===== src/rtl/dsm_pkg.sv =====
// dsm_pkg: shared types, constants and helper functions for the CIFB
// delta-sigma modulator (dsm_cifb) and its integrator stages.
//   wide_t      - full-precision signed working type for stage arithmetic
//   fs_of()     - full-scale value for a given input width
//   sat()       - clip a wide value to a signed w-bit range
//   lfsr_next() - one step of the x^16+x^14+x^13+x^11+1 Fibonacci LFSR
package dsm_pkg;

  localparam int MAX_ORDER = 4;
  localparam int WIDE_W    = 64;

  typedef logic signed [WIDE_W-1:0] wide_t;

  // Seed and tap mask (bits 15,13,12,10) of the dither LFSR.
  localparam logic [15:0] LFSR_SEED = 16'hACE1;
  localparam logic [15:0] LFSR_TAPS = 16'hB400;

  typedef enum logic {
    COEF_FB   = 1'b0,
    COEF_GAIN = 1'b1
  } coef_sel_e;

  typedef enum logic {
    OVL_IDLE  = 1'b0,
    OVL_COUNT = 1'b1
  } ovl_state_e;

  // Full scale is a quarter of the input range, leaving 2 bits of headroom.
  function automatic wide_t fs_of(input int data_w);
    return wide_t'(1) <<< (data_w - 2);
  endfunction

  function automatic wide_t sat(input wide_t x, input int w);
    wide_t hi;
    wide_t lo;
    hi = (wide_t'(1) <<< (w - 1)) - wide_t'(1);
    lo = -hi - wide_t'(1);
    if (x > hi) return hi;
    if (x < lo) return lo;
    return x;
  endfunction

  function automatic logic [15:0] lfsr_next(input logic [15:0] x);
    return {x[14:0], ^(x & LFSR_TAPS)};
  endfunction

endpackage


===== src/rtl/dsm_cifb_if.sv =====
// dsm_cifb_if: sample/control bus of the CIFB modulator.
//   master (source/controller side): drives ce, vin, coefficient port,
//     dith_en, ovl_clr; observes pwm, ovl_event, ovl_sticky, sat_flag.
//   slave (modulator side): the mirror image.
interface dsm_cifb_if #(
  parameter int DATA_W = 20,
  parameter int ACC_W  = 24
);
  import dsm_pkg::*;

  logic                     ce;
  logic signed [DATA_W-1:0] vin;
  logic                     pwm;
  logic                     coef_we;
  coef_sel_e                coef_sel;
  logic [1:0]               coef_idx;
  logic [ACC_W-1:0]         coef_wdata;
  logic                     coef_commit;
  logic                     dith_en;
  logic                     ovl_clr;
  logic                     ovl_event;
  logic                     ovl_sticky;
  logic                     sat_flag;

  modport master (
    output ce, vin, coef_we, coef_sel, coef_idx, coef_wdata, coef_commit,
           dith_en, ovl_clr,
    input  pwm, ovl_event, ovl_sticky, sat_flag
  );

  modport slave (
    input  ce, vin, coef_we, coef_sel, coef_idx, coef_wdata, coef_commit,
           dith_en, ovl_clr,
    output pwm, ovl_event, ovl_sticky, sat_flag
  );

endinterface


===== src/rtl/dsm_integrator.sv =====
// dsm_integrator: one CIFB stage.
//   s <= sat(s + ((gain * s_in) >>> COEF_FRAC) - (v ? fb : -fb)) when step=1,
//   or s <= 0 when step=1 and clr=1.
// Ports: clock, reset_n; step (sample enable); clr (overload clear);
//   v (quantizer decision); s_in (previous stage or input sample);
//   fb (feedback magnitude); gain (Q(COEF_FRAC) inter-stage gain);
//   s (stage state); clip (this step's update would saturate).
module dsm_integrator
  import dsm_pkg::*;
#(
  parameter int ACC_W     = 24,
  parameter int COEF_W    = 16,
  parameter int COEF_FRAC = 14
) (
  input  logic                    clock,
  input  logic                    reset_n,
  input  logic                    step,
  input  logic                    clr,
  input  logic                    v,
  input  logic signed [ACC_W-1:0] s_in,
  input  logic signed [ACC_W-1:0] fb,
  input  logic signed [COEF_W-1:0] gain,
  output logic signed [ACC_W-1:0] s,
  output logic                    clip
);

  wide_t term;
  wide_t sum;
  wide_t sat_v;

  // Whole update is done in 64 bits so nothing wraps before the clip; the
  // arithmetic shift floors toward minus infinity.
  always_comb begin
    term  = (wide_t'(gain) * wide_t'(s_in)) >>> COEF_FRAC;
    sum   = wide_t'(s) + term - (v ? wide_t'(fb) : -wide_t'(fb));
    sat_v = sat(sum, ACC_W);
    clip  = (sat_v != sum);
  end

  // NOTE: state registers use non-blocking assignments so every stage samples
  // the pre-edge values of its neighbours, regardless of evaluation order.
  always_ff @(posedge clock or negedge reset_n) begin
    if (!reset_n) begin
      s <= '0;
    end else if (step) begin
      s <= clr ? '0 : sat_v[ACC_W-1:0];
    end
  end

endmodule


===== src/rtl/dsm_cifb.sv =====
// dsm_cifb: configurable-order (1..4) CIFB delta-sigma modulator with 1-bit
// output, shadowed runtime coefficients, integrator saturation, optional LFSR
// dither on the quantizer input and overload detection with state clear.
// Ports: clock, reset_n (async, active low); bus (dsm_cifb_if.slave) carries
//   ce/vin sample input, pwm output, coefficient write/commit port, dith_en,
//   and overload/saturation status (ovl_clr, ovl_event, ovl_sticky, sat_flag).
module dsm_cifb
  import dsm_pkg::*;
#(
  parameter int     ORDER     = 2,
  parameter int     DATA_W    = 20,
  parameter int     ACC_W     = 24,
  parameter int     COEF_W    = 16,
  parameter int     COEF_FRAC = 14,
  parameter longint OVL_TH    = longint'(1) << (ACC_W - 2),
  parameter int     OVL_LIMIT = 16,
  parameter int     DITH_W    = 8
) (
  input logic        clock,
  input logic        reset_n,
  dsm_cifb_if.slave  bus
);

  localparam wide_t                    FS     = fs_of(DATA_W);
  localparam logic signed [ACC_W-1:0]  FB_RST = ACC_W'(FS);
  localparam logic signed [COEF_W-1:0] C_ONE  = COEF_W'(longint'(1) << COEF_FRAC);
  localparam int                       CNT_W  = $clog2(OVL_LIMIT + 1);

  logic signed [ACC_W-1:0]  fb_act [MAX_ORDER];
  logic signed [ACC_W-1:0]  fb_sh [MAX_ORDER];
  logic signed [ACC_W-1:0]  fb_sh_nxt [MAX_ORDER];
  logic signed [COEF_W-1:0] c_act [MAX_ORDER];
  logic signed [COEF_W-1:0] c_sh [MAX_ORDER];
  logic signed [COEF_W-1:0] c_sh_nxt [MAX_ORDER];
  logic                     pending;

  logic signed [ACC_W-1:0]  s [ORDER];
  logic [ORDER-1:0]         clip;
  logic signed [ACC_W-1:0]  vin_ext;

  logic [15:0]              lfsr;
  wide_t                    s_last;
  wide_t                    dith;
  wide_t                    q;
  logic                     v;
  logic                     ovl_now;

  ovl_state_e               st, st_nxt;
  logic [CNT_W-1:0]         cnt, cnt_nxt;
  logic                     fire;

  logic                     pwm_q, sat_q, event_q, sticky_q;

  assign vin_ext = ACC_W'(bus.vin);

  // Quantizer and overload detector both look at the last integrator.
  always_comb begin
    s_last = wide_t'(s[ORDER-1]);
    dith   = '0;
    if (bus.dith_en) dith = wide_t'(signed'(lfsr[15 -: DITH_W]));
    q       = s_last + dith;
    v       = (q >= 0);
    ovl_now = (s_last > OVL_TH) || (s_last < -OVL_TH);
  end

  for (genvar k = 0; k < ORDER; k++) begin : g_stage
    logic signed [ACC_W-1:0]  s_in;
    logic signed [COEF_W-1:0] gain;
    if (k == 0) begin : g_first
      // First stage takes the input sample at unity gain.
      assign s_in = vin_ext;
      assign gain = C_ONE;
    end else begin : g_next
      assign s_in = s[k-1];
      assign gain = c_act[k];
    end
    dsm_integrator #(
      .ACC_W    (ACC_W),
      .COEF_W   (COEF_W),
      .COEF_FRAC(COEF_FRAC)
    ) u_int (
      .clock  (clock),
      .reset_n(reset_n),
      .step   (bus.ce),
      .clr    (fire),
      .v      (v),
      .s_in   (s_in),
      .fb     (fb_act[k]),
      .gain   (gain),
      .s      (s[k]),
      .clip   (clip[k])
    );
  end

  // Shadow write path; the commit copy uses this so a same-edge write wins.
  // NOTE: every always_comb output gets a default first so no path leaves a
  // value unassigned, which would otherwise infer a latch.
  always_comb begin
    fb_sh_nxt = fb_sh;
    c_sh_nxt  = c_sh;
    if (bus.coef_we && (int'(bus.coef_idx) < ORDER)) begin
      if (bus.coef_sel == COEF_GAIN) c_sh_nxt[bus.coef_idx] = bus.coef_wdata[COEF_W-1:0];
      else                           fb_sh_nxt[bus.coef_idx] = bus.coef_wdata;
    end
  end

  // Overload FSM: counts consecutive overloaded steps, fires on the last one.
  always_comb begin
    st_nxt  = st;
    cnt_nxt = cnt;
    fire    = 1'b0;
    if (bus.ce) begin
      unique case (st)
        OVL_IDLE: begin
          if (ovl_now) begin
            if (OVL_LIMIT <= 1) begin
              fire = 1'b1;
            end else begin
              st_nxt  = OVL_COUNT;
              cnt_nxt = CNT_W'(1);
            end
          end
        end
        OVL_COUNT: begin
          if (!ovl_now) begin
            st_nxt  = OVL_IDLE;
            cnt_nxt = '0;
          end else if (cnt == CNT_W'(OVL_LIMIT - 1)) begin
            fire    = 1'b1;
            st_nxt  = OVL_IDLE;
            cnt_nxt = '0;
          end else begin
            cnt_nxt = cnt + CNT_W'(1);
          end
        end
      endcase
    end
  end

  always_ff @(posedge clock or negedge reset_n) begin
    if (!reset_n) begin
      // NOTE: the coefficient banks are small register files with defined
      // power-up values, so they are reset like any other flop.
      for (int k = 0; k < MAX_ORDER; k++) begin
        fb_act[k] <= FB_RST;
        fb_sh[k]  <= FB_RST;
        c_act[k]  <= C_ONE;
        c_sh[k]   <= C_ONE;
      end
      pending  <= 1'b0;
      lfsr     <= LFSR_SEED;
      st       <= OVL_IDLE;
      cnt      <= '0;
      pwm_q    <= 1'b0;
      sat_q    <= 1'b0;
      event_q  <= 1'b0;
      sticky_q <= 1'b0;
    end else begin
      st       <= st_nxt;
      cnt      <= cnt_nxt;
      event_q  <= fire;
      // Setting has priority over ovl_clr, including during the event cycle.
      sticky_q <= fire | event_q | (sticky_q & ~bus.ovl_clr);
      fb_sh    <= fb_sh_nxt;
      c_sh     <= c_sh_nxt;
      if (bus.ce) begin
        pwm_q <= v;
        sat_q <= |clip;
        lfsr  <= lfsr_next(lfsr);
        if (pending) begin
          fb_act <= fb_sh_nxt;
          c_act  <= c_sh_nxt;
        end
        // A commit seen on a step edge waits for the next step.
        pending <= bus.coef_commit;
      end else begin
        pending <= pending | bus.coef_commit;
      end
    end
  end

  assign bus.pwm        = pwm_q;
  assign bus.sat_flag   = sat_q;
  assign bus.ovl_event  = event_q;
  assign bus.ovl_sticky = sticky_q;

endmodule

===== src/flat_wrapper.sv =====
// flat-port wrapper written by rule: the top's interface ports become plain ports
module dsm_cifb_flat import dsm_pkg::*;
#(
  parameter int     ORDER     = 2,
  parameter int     DATA_W    = 20,
  parameter int     ACC_W     = 24,
  parameter int     COEF_W    = 16,
  parameter int     COEF_FRAC = 14,
  parameter longint OVL_TH    = longint'(1) << (ACC_W - 2),
  parameter int     OVL_LIMIT = 16,
  parameter int     DITH_W    = 8
)
  (clock, reset_n, bus_ce, bus_vin, bus_coef_we, bus_coef_sel, bus_coef_idx, bus_coef_wdata, bus_coef_commit, bus_dith_en, bus_ovl_clr, bus_pwm, bus_ovl_event, bus_ovl_sticky, bus_sat_flag);
  dsm_cifb_if #(.DATA_W(DATA_W), .ACC_W(ACC_W)) bus_i ();
  input logic clock;
  input logic reset_n;
  input wire logic [$bits(bus_i.ce)-1:0] bus_ce;
  input wire logic [$bits(bus_i.vin)-1:0] bus_vin;
  input wire logic [$bits(bus_i.coef_we)-1:0] bus_coef_we;
  input wire logic [$bits(bus_i.coef_sel)-1:0] bus_coef_sel;
  input wire logic [$bits(bus_i.coef_idx)-1:0] bus_coef_idx;
  input wire logic [$bits(bus_i.coef_wdata)-1:0] bus_coef_wdata;
  input wire logic [$bits(bus_i.coef_commit)-1:0] bus_coef_commit;
  input wire logic [$bits(bus_i.dith_en)-1:0] bus_dith_en;
  input wire logic [$bits(bus_i.ovl_clr)-1:0] bus_ovl_clr;
  output wire logic [$bits(bus_i.pwm)-1:0] bus_pwm;
  output wire logic [$bits(bus_i.ovl_event)-1:0] bus_ovl_event;
  output wire logic [$bits(bus_i.ovl_sticky)-1:0] bus_ovl_sticky;
  output wire logic [$bits(bus_i.sat_flag)-1:0] bus_sat_flag;
  assign bus_i.ce = bus_ce;
  assign bus_i.vin = bus_vin;
  assign bus_i.coef_we = bus_coef_we;
  assign bus_i.coef_sel = bus_coef_sel;
  assign bus_i.coef_idx = bus_coef_idx;
  assign bus_i.coef_wdata = bus_coef_wdata;
  assign bus_i.coef_commit = bus_coef_commit;
  assign bus_i.dith_en = bus_dith_en;
  assign bus_i.ovl_clr = bus_ovl_clr;
  assign bus_pwm = bus_i.pwm;
  assign bus_ovl_event = bus_i.ovl_event;
  assign bus_ovl_sticky = bus_i.ovl_sticky;
  assign bus_sat_flag = bus_i.sat_flag;
  dsm_cifb #(.ORDER(ORDER), .DATA_W(DATA_W), .ACC_W(ACC_W), .COEF_W(COEF_W), .COEF_FRAC(COEF_FRAC), .OVL_TH(OVL_TH), .OVL_LIMIT(OVL_LIMIT), .DITH_W(DITH_W)) u_core (.clock(clock), .reset_n(reset_n), .bus(bus_i));
endmodule

===== config.mk =====
export PLATFORM = sky130hd
export DESIGN_NAME = dsm_cifb_flat
export DESIGN_NICKNAME = d
export VERILOG_FILES = /design/src/rtl/dsm_pkg.sv /design/src/rtl/dsm_cifb_if.sv /design/src/rtl/dsm_integrator.sv /design/src/rtl/dsm_cifb.sv /design/src/flat_wrapper.sv
export SDC_FILE = /design/constraint.sdc
export NUM_CORES = 2
export LEC_CHECK = 0
export ABC_AREA = 1
export BUFFER_PORTS_ARGS = -buffer_cell sky130_fd_sc_hd__buf_4
export CAP_MARGIN = 5
export CORE_MARGIN = 4
export CORE_UTILIZATION = 31
export DETAILED_ROUTE_END_ITERATION = 10
export PLACE_DENSITY = 0.55
export SYNTH_ARGS = -nofsm -noshare
export SYNTH_HDL_FRONTEND = slang
export SYNTH_SLANG_ARGS = --single-unit
export TNS_END_PERCENT = 1

===== constraint.sdc =====
create_clock -name clock -period 16.6 [get_ports clock]
set_input_delay 2.49 -clock clock [delete_from_list [all_inputs] [get_ports clock]]
set_output_delay 2.49 -clock clock [all_outputs]
set_load 0.02 [all_outputs]

# Word-level counts from Yosys, hierarchy flattened
# Cells that the tools add are included.
dict set report word_totals {
  elab_cells 103
  reg_bits 299
  out_inout_bits 4
  inputBits 54
}
dict set report op_classes {
  n_mux 42
  n_eq_ne 4
  order_cmp 10
  n_bitwise 8
  add_sub_neg 8
  mul 1
  reduce_logical 9
}
# op count
set op_table {}
lappend op_table {{$mux 64} 11}
lappend op_table {{$mux 96} 2}
lappend op_table {{$gt 64x24->1 const B} 2}
lappend op_table {{$lt 64x24->1 const B} 2}
lappend op_table {{$ne 64x64->1} 2}
lappend op_table {{$neg 24->64} 2}
lappend op_table {{$bwmux 96} 1}
lappend op_table {{$mux 48} 2}
lappend op_table {{$mux 24} 3}
lappend op_table {{$add 24x64->64} 1}
lappend op_table {{$bwmux 64} 1}
lappend op_table {{$ge 64x1->1 const B} 1}
lappend op_table {{$sub 25x64->64} 1}
lappend op_table {{$sub 27x64->64} 1}
lappend op_table {{$demux 24 s2} 1}
lappend op_table {{$mul 16x24->40} 1}
lappend op_table {{$demux 16 s2} 1}
lappend op_table {{$add 24x26->27} 1}
lappend op_table {{$add 24x20->25} 1}
lappend op_table {{$gt 24x24->1 const B} 1}
lappend op_table {{$lt 24x23->1 const B} 1}
lappend op_table {{$mux 16} 1}
lappend op_table {{$reduce_xor 16->1} 1}
lappend op_table {{$mux 5} 3}
lappend op_table {{17 further kinds} 38}

# Logic depth before layout (Yosys ltp)
dict set report depth {
  ltp_word 12
  mapped_depth 58
  mapped_depth_nobuf 56
}

# Modules after synthesis
# Synthesis repeated with hierarchy kept, for this count alone.
dict set report hier_totals {
  cells_unflattened 7810
  area_unflattened_um2 53998.0
}
# module seq_area_each_um2 cells_per_inst n_inst area_each_um2
set modules_own_cells {}
lappend modules_own_cells {{dsm_integrator at u_core.g_stage[1].u_int} 600.6 3530 1 23774.1}
lappend modules_own_cells {{dsm_integrator at u_core.g_stage[0].u_int} 600.6 3474 1 23503.8}
lappend modules_own_cells {dsm_cifb 3896.2 806 1 6720.2}

# Worst setup path after synthesis
# No wires, ideal clock.
dict set report synth_timing {
  path_type {register to register}
  from {register u_core.g_stage[0].u_int.s[23]}
  to {register u_core.g_stage[1].u_int.s[0]}
  t_required_ps 16465
  period_less_slack_ps 12140
  arrival_ps 12004
  slack_ps 4460
  path_buffers 4
  stages_incl_launch_ff 44
  setup_time_ps 135
  path_cell_list {dfrtp_1 > clkbuf_1 > clkbuf_1 > nand2_1 > fa_1 > inv_1 > fa_1 > fa_1 > fa_1 > fa_1 > inv_1 > fa_1 > inv_1 > ha_1 > a21oi_1 > o21ai_0 > a21oi_1 > inv_1 > (+8 left out) > o21ai_0 > a21oi_1 > nor2_1 > nor2_1 > inv_1 > a21oi_1 > nand2_1 > nand2_1 > nand2_1 > nor3b_1 > nand4_1 > nor3_1 > nand4_1 > ha_1 > clkbuf_1 > o21ai_0 > nand2_1 > o21ai_0}
}
dict set report synth_via {
  elab_chain_len 9
  word_cells_on_any_way 12
  classes_between {2 x add/sub; 1 x mul; 2 x order compare; 7 x mux}
}
# element line_no
set synth_lines {}
lappend synth_lines {{start, declared} dsm_integrator.sv:23} ;# output logic signed [ACC_W-1:0] s,
lappend synth_lines {{start signal, assigned} dsm_integrator.sv:46} ;# s <= clr ? '0 : sat_v[ACC_W-1:0];
lappend synth_lines {{$mul 16x24->40 *} dsm_integrator.sv:34} ;# term = (wide_t'(gain) * wide_t'(s_in)) >>> COEF_FRAC;
lappend synth_lines {{$add 24x26->27 *} dsm_integrator.sv:35} ;# sum = wide_t'(s) + term - (v ? wide_t'(fb) : -wide_t'(fb));
lappend synth_lines {{$sub 27x64->64 *} dsm_integrator.sv:35}
lappend synth_lines {{$lt 64x24->1} dsm_pkg.sv:39} ;# if (x < lo) return lo;
lappend synth_lines {{$mux 1 (2 in series)} dsm_pkg.sv:39}
lappend synth_lines {{$mux 64} dsm_pkg.sv:40} ;# return x;
lappend synth_lines {{$mux 64 *} dsm_pkg.sv:39}
lappend synth_lines {{$mux 24 *} dsm_integrator.sv:46}
lappend synth_lines {{end signal, assigned} dsm_integrator.sv:46}
lappend synth_lines {{end, declared} dsm_integrator.sv:23}
# Mark *: on every way between the ends. The rest lies on a longest branch, timed or not. The select of a mux whose other input is x is not followed.
# A chain may end at the register's enable or synchronous reset.

# Worst setup path in the final report
dict set report layout_timing {
  from {register u_core.c_act, in the netlist u_core.g_stage[1].gain[1]}
  to {register u_core.g_stage[1].u_int.s[3]}
}
dict set report layout_via {
  elab_chain_len 9
  word_cells_on_any_way 12
  classes_between {2 x add/sub; 1 x mul; 2 x order compare; 7 x mux}
}
# element line_no
set layout_lines {}
lappend layout_lines {{start, declared} dsm_cifb.sv:32} ;# logic signed [COEF_W-1:0] c_act [MAX_ORDER];
lappend layout_lines {{start signal, assigned} dsm_cifb.sv:172} ;# c_act <= c_sh_nxt;
lappend layout_lines {{$mul 16x24->40 *} dsm_integrator.sv:34}
lappend layout_lines {{$add 24x26->27 *} dsm_integrator.sv:35}
lappend layout_lines {{$sub 27x64->64 *} dsm_integrator.sv:35}
lappend layout_lines {{$lt 64x24->1} dsm_pkg.sv:39}
lappend layout_lines {{$mux 1 (2 in series)} dsm_pkg.sv:39}
lappend layout_lines {{$mux 64} dsm_pkg.sv:40}
lappend layout_lines {{$mux 64 *} dsm_pkg.sv:39}
lappend layout_lines {{$mux 24 *} dsm_integrator.sv:46}
# Marked as above.

==> impl_table.tex <==
\begin{tabular}{lr}
\hline
Metric & Value \\
\hline
\multicolumn{2}{l}{\textbf{Status}} \\
\quad Status & complete, no violations \\
\multicolumn{2}{l}{\textbf{Global routing}} \\
\quad Total routing resource utilization after global routing & 19.9\% \\
\quad First-pass GRT wire length & 206000 um \\
\quad Vias in the first global route & 34700 \\
\quad Pin count of the biggest net entering global routing & 80 \\
\quad GRT Residual Overflow & 0 \\
\quad Number of antenna violations at the first check in global routing & 6 \\
\multicolumn{2}{l}{\textbf{Detailed routing}} \\
\quad Total DRC errors in the routed layout & 0 \\
\quad Final Routed Wirelength & 131000 um \\
\quad Routed len/inst & 18.0 um \\
\quad Total vias in the final route & 35500 \\
\quad Detail Route Antenna Nets & 0 \\
\quad Sum of routed wire segments on met1 & 61900 um \\
\quad Iteration-0 DRC count of the detailed router & 2847 \\
\quad Via density & 4.86 \\
\quad Detailed route wirelength on metal3 & 8030 um \\
\quad Number of search-and-repair iterations in the first detailed-routing pass & 6 \\
\quad Max Used Layer & met4 \\
\quad Met2 routed WL & 59500 um \\
\multicolumn{2}{l}{\textbf{Run}} \\
\quad \# Max-Cap Violations & 0 \\
\multicolumn{2}{l}{\textbf{Worst setup path}} \\
\quad Top delay family on crit path & adder cells \\
\quad Largest fanout on the critical path & 37 \\
\quad R2r endpoint & u\_core.g\_stage[1].u\_int.s[3] \\
\quad Slowest Stage Delay on Critical Path & 940 ps \\
\quad CP bufs+invs & 8 \\
\quad Required @ worst endpoint & 17010 ps \\
\quad Cell type of the slowest stage on the worst timing path & sky130\_fd\_sc\_hd\_\_fa\_1 \\
\quad Origin of the critical flop-to-flop path & u\_core.g\_stage[1].gain[1] \\
\quad Path depth of the worst reg2reg path & 42 \\
\quad Setup slack of the worst register-to-register path & 4490 ps \\
\quad Kind of capture point of the worst setup path & flip-flop \\
\quad Arrival @ worst endpoint & 12520 ps \\
\quad Launch point of the critical path & u\_core.g\_stage[1].gain[1] \\
\quad WS Path Type & reg2reg \\
\quad Startpoint class of the critical path & flip-flop \\
\multicolumn{2}{l}{\textbf{Synth}} \\
\quad Post-synthesis register bit count & 203 \\
\quad Post-synthesis cell count & 5675 \\
\quad Top cell type by total area after synthesis & sky130\_fd\_sc\_hd\_\_fa\_1 \\
\quad Post-synth net total & 6493 \\
\quad Post-synthesis average cell area & 6.85 um2 \\
\quad Top post-synthesis cells by area & sky130\_fd\_sc\_hd\_\_fa\_1 (26\%), sky130\_fd\_sc\_hd\_\_nand2\_1 (17\%), sky130\_fd\_sc\_hd\_\_dfrtp\_1 (12\%) \\
\quad Yosys top cell area share & 25.5\% \\
\quad Netlist area before placement & 0.0389 mm2 \\
\quad Yosys warning count & 0 \\
\quad Cell with the most instances after synthesis & sky130\_fd\_sc\_hd\_\_nand2\_1 \\
\quad Proportion of register bits with asynchronous set or reset after synthesis & 100\% \\
\quad Distinct cells, synth & 60 \\
\quad Most used flip-flop cell after synthesis & sky130\_fd\_sc\_hd\_\_dfrtp\_1 \\
\quad Number of synthesized flops with an enable pin & 0 \\
\quad Most numerous cell types in the synthesized netlist & sky130\_fd\_sc\_hd\_\_nand2\_1 (1718), sky130\_fd\_sc\_hd\_\_inv\_1 (1220), sky130\_fd\_sc\_hd\_\_fa\_1 (496) \\
\quad Share of the yosys chip area belonging to registers & 13.1\% \\
\multicolumn{2}{l}{\textbf{Final layout}} \\
\quad Share of final-layout standard cells stronger than drive strength 1 & 5.03\% \\
\quad Layout area overhead & 7.79\% \\
\quad Core Util, Final & 33.8\% \\
\quad Final \#Nets & 6450 \\
\quad Layout fillers & 13600 \\
\quad Design Area, Final & 0.0419 mm2 \\
\multicolumn{2}{l}{\textbf{Timing}} \\
\quad Transition time at the pin with the least slew margin & 1040 ps \\
\quad Final hold violations & 0 \\
\quad Final period utilization & 72.9\% \\
\quad Final worst path period need & 12110 ps \\
\quad Setup repair after global routing missed its margin & false \\
\quad Fmax & 0.0826 GHz \\
\quad Worst-case clock skew & 12.2 ps \\
\quad Max-slew violation count & 0 \\
\quad Count of endpoints failing setup in the final report & 0 \\
\quad Headroom to the max-slew limit & 31.0\% \\
\quad TNS Setup & 0 ps \\
\multicolumn{2}{l}{\textbf{Clocking}} \\
\quad CTS tree & yes \\
\quad Clk Tree Root Cell & sky130\_fd\_sc\_hd\_\_clkbuf\_16 \\
\quad Post\_cts resized & 0 \\
\quad CTS clock-pin slew for the worst setup and hold paths & 60 ps \\
\quad Number of clock sinks & 203 \\
\quad Hold Buf Count CTS & 0 \\
\quad Clock buffer count from CTS & 26 \\
\quad Maximum buffer depth of the clock tree & 3 \\
\quad \# Post-CTS Setup Buffers & 0 \\
\quad Clock latency of the later-clocked register in the worst-skew pair & 550 ps \\
\quad H-tree levels & 1 \\
\multicolumn{2}{l}{\textbf{Floorplan}} \\
\quad Top-Level Pins & 58 \\
\quad Starting Density & 31.3\% \\
\quad Total number of placement rows & 129 \\
\quad Die width & 362 um \\
\quad Overall die area & 0.131 mm2 \\
\quad Die Y & 362 um \\
\quad Floorplan core area & 0.124 mm2 \\
\multicolumn{2}{l}{\textbf{Placed design}} \\
\quad Final RePlAce weighted congestion & 0.948 \\
\quad Area post-placement & 0.0410 mm2 \\
\quad Sum of net half-perimeters after detailed placement & 110000 um \\
\quad Number of buffers added on ports & 57 \\
\multicolumn{2}{l}{\textbf{Worst hold path}} \\
\quad Hold Crit Class & reg2reg \\
\quad Worst hold endpoint & u\_core.bus.ovl\_sticky \\
\quad Hold depth & 1 \\
\quad Worst min-delay path startpoint & u\_core.bus.ovl\_event \\
\hline
\end{tabular}
## worst register-to-register path, delay by kind of cell, from the launching register on
family,cells,cell delay [ps]
adders and majority gates,10,5750
AOI/OAI and AO/OA,9,1850
DFF,1,320
and+or+nand+nor,15,2360
buffers and inverters,8,1700
## metal layers
layer | GRT usage, % | vias to the layer above
li1 | - | 17100
met3 | 2.23 | 89
met5 | 0 | -
met1 | 29.2 | 17300
met4 | 2.52 | 0
met2 | 32.4 | 959
## logic make-up (layout without fill, tap and decap cells)
group	after synthesis	in the layout	share of synthesized area, %
AND/OR/NAND/NOR	2585	2585	27.6
buffers and inverters	1407	1381	13.7
adder cells (fa/ha/maj)	764	764	34.2
AO/OA/AOI/OAI	577	577	8.26
flip-flops	203	203	13.1
XOR/XNOR	139	139	3.17
other	0	5	0
## state kept, by name, summed over array words and instances (netlist names)
name                    cells
u_core.bus.ovl_event        1
u_core.lfsr                16
u_core.g_stage.u_int.s     48
u_core.bus.ovl_sticky       1
u_core.c_sh                16
u_core.st                   1
u_core.cnt                  5
u_core.bus.pwm              1
u_core.fb_sh               48
u_core.pending              1
u_core.g_stage.gain        16
u_core.bus.sat_flag         1
u_core.fb_act              48
## area by class of cell
cell class / count / area, um2 / share of cell area (%)
Sequential cell: 203 / 5100 / 12.2
Tap cell: 1637 / 2050 / 4.89
Antenna cell: 5 / 12.5 / 0.0298
Multi-Input combinational cell: 4065 / 28500 / 67.9
Clock buffer: 35 / 756 / 1.80
Inverter: 1241 / 4660 / 11.1
Timing Repair Buffer: 95 / 721 / 1.72
Clock inverter: 10 / 141 / 0.337
## worst max-delay path by stage
stage                                          endpoint  slack (ps)  cells after the start
final                      u_core.g_stage[1].u_int.s[3]        4490                     42
after global routing      u_core.g_stage[1].u_int.s[16]        3600                     43
after CTS                 u_core.g_stage[1].u_int.s[16]        4500                     41
after detailed placement  u_core.g_stage[1].u_int.s[16]        4510                     41
after global placement    u_core.g_stage[1].u_int.s[19]        4340                     41
after floorplan            u_core.g_stage[1].u_int.s[0]        4460                     43
## cell usage in the layout, fill, tap and decap left out, types with 10 or more instances in the layout
cell type	n
sky130_fd_sc_hd__a31oi_1	16
sky130_fd_sc_hd__inv_1	1219
sky130_fd_sc_hd__xnor2_1	43
sky130_fd_sc_hd__nand4_1	79
sky130_fd_sc_hd__o21bai_1	26
sky130_fd_sc_hd__ha_1	268
sky130_fd_sc_hd__a22o_1	18
sky130_fd_sc_hd__nor3_1	42
sky130_fd_sc_hd__o21ai_1	38
sky130_fd_sc_hd__dfrtp_1	187
sky130_fd_sc_hd__a21o_1	10
sky130_fd_sc_hd__nor2_1	396
sky130_fd_sc_hd__dfstp_2	14
sky130_fd_sc_hd__a21oi_1	191
sky130_fd_sc_hd__nand2_1	1717
sky130_fd_sc_hd__clkbuf_16	27
sky130_fd_sc_hd__nand3_1	210
sky130_fd_sc_hd__inv_2	17
sky130_fd_sc_hd__buf_4	94
sky130_fd_sc_hd__nand3b_1	21
sky130_fd_sc_hd__nand2_2	40
sky130_fd_sc_hd__o21ai_0	233
sky130_fd_sc_hd__nor4_1	14
sky130_fd_sc_hd__nor3_2	14
sky130_fd_sc_hd__xor2_1	94
sky130_fd_sc_hd__fa_1	495
sky130_fd_sc_hd__nor2_2	21
## metrics by stage
stage | hold WS [ps] | worst slack (ps) | std cells
after floorplan | 442 | 4460 | 5675
after detailed placement | 470 | 4510 | 7241
after CTS | 484 | 4500 | 7286
final | 480 | 4490 | 7291
after global placement | 455 | 4340 | 7241
after global routing | 500 | 3600 | 7286
Power is left out: the tool's default activity adds up to more than one toggle a clock period on the data nets, which glitch-free logic cannot reach.
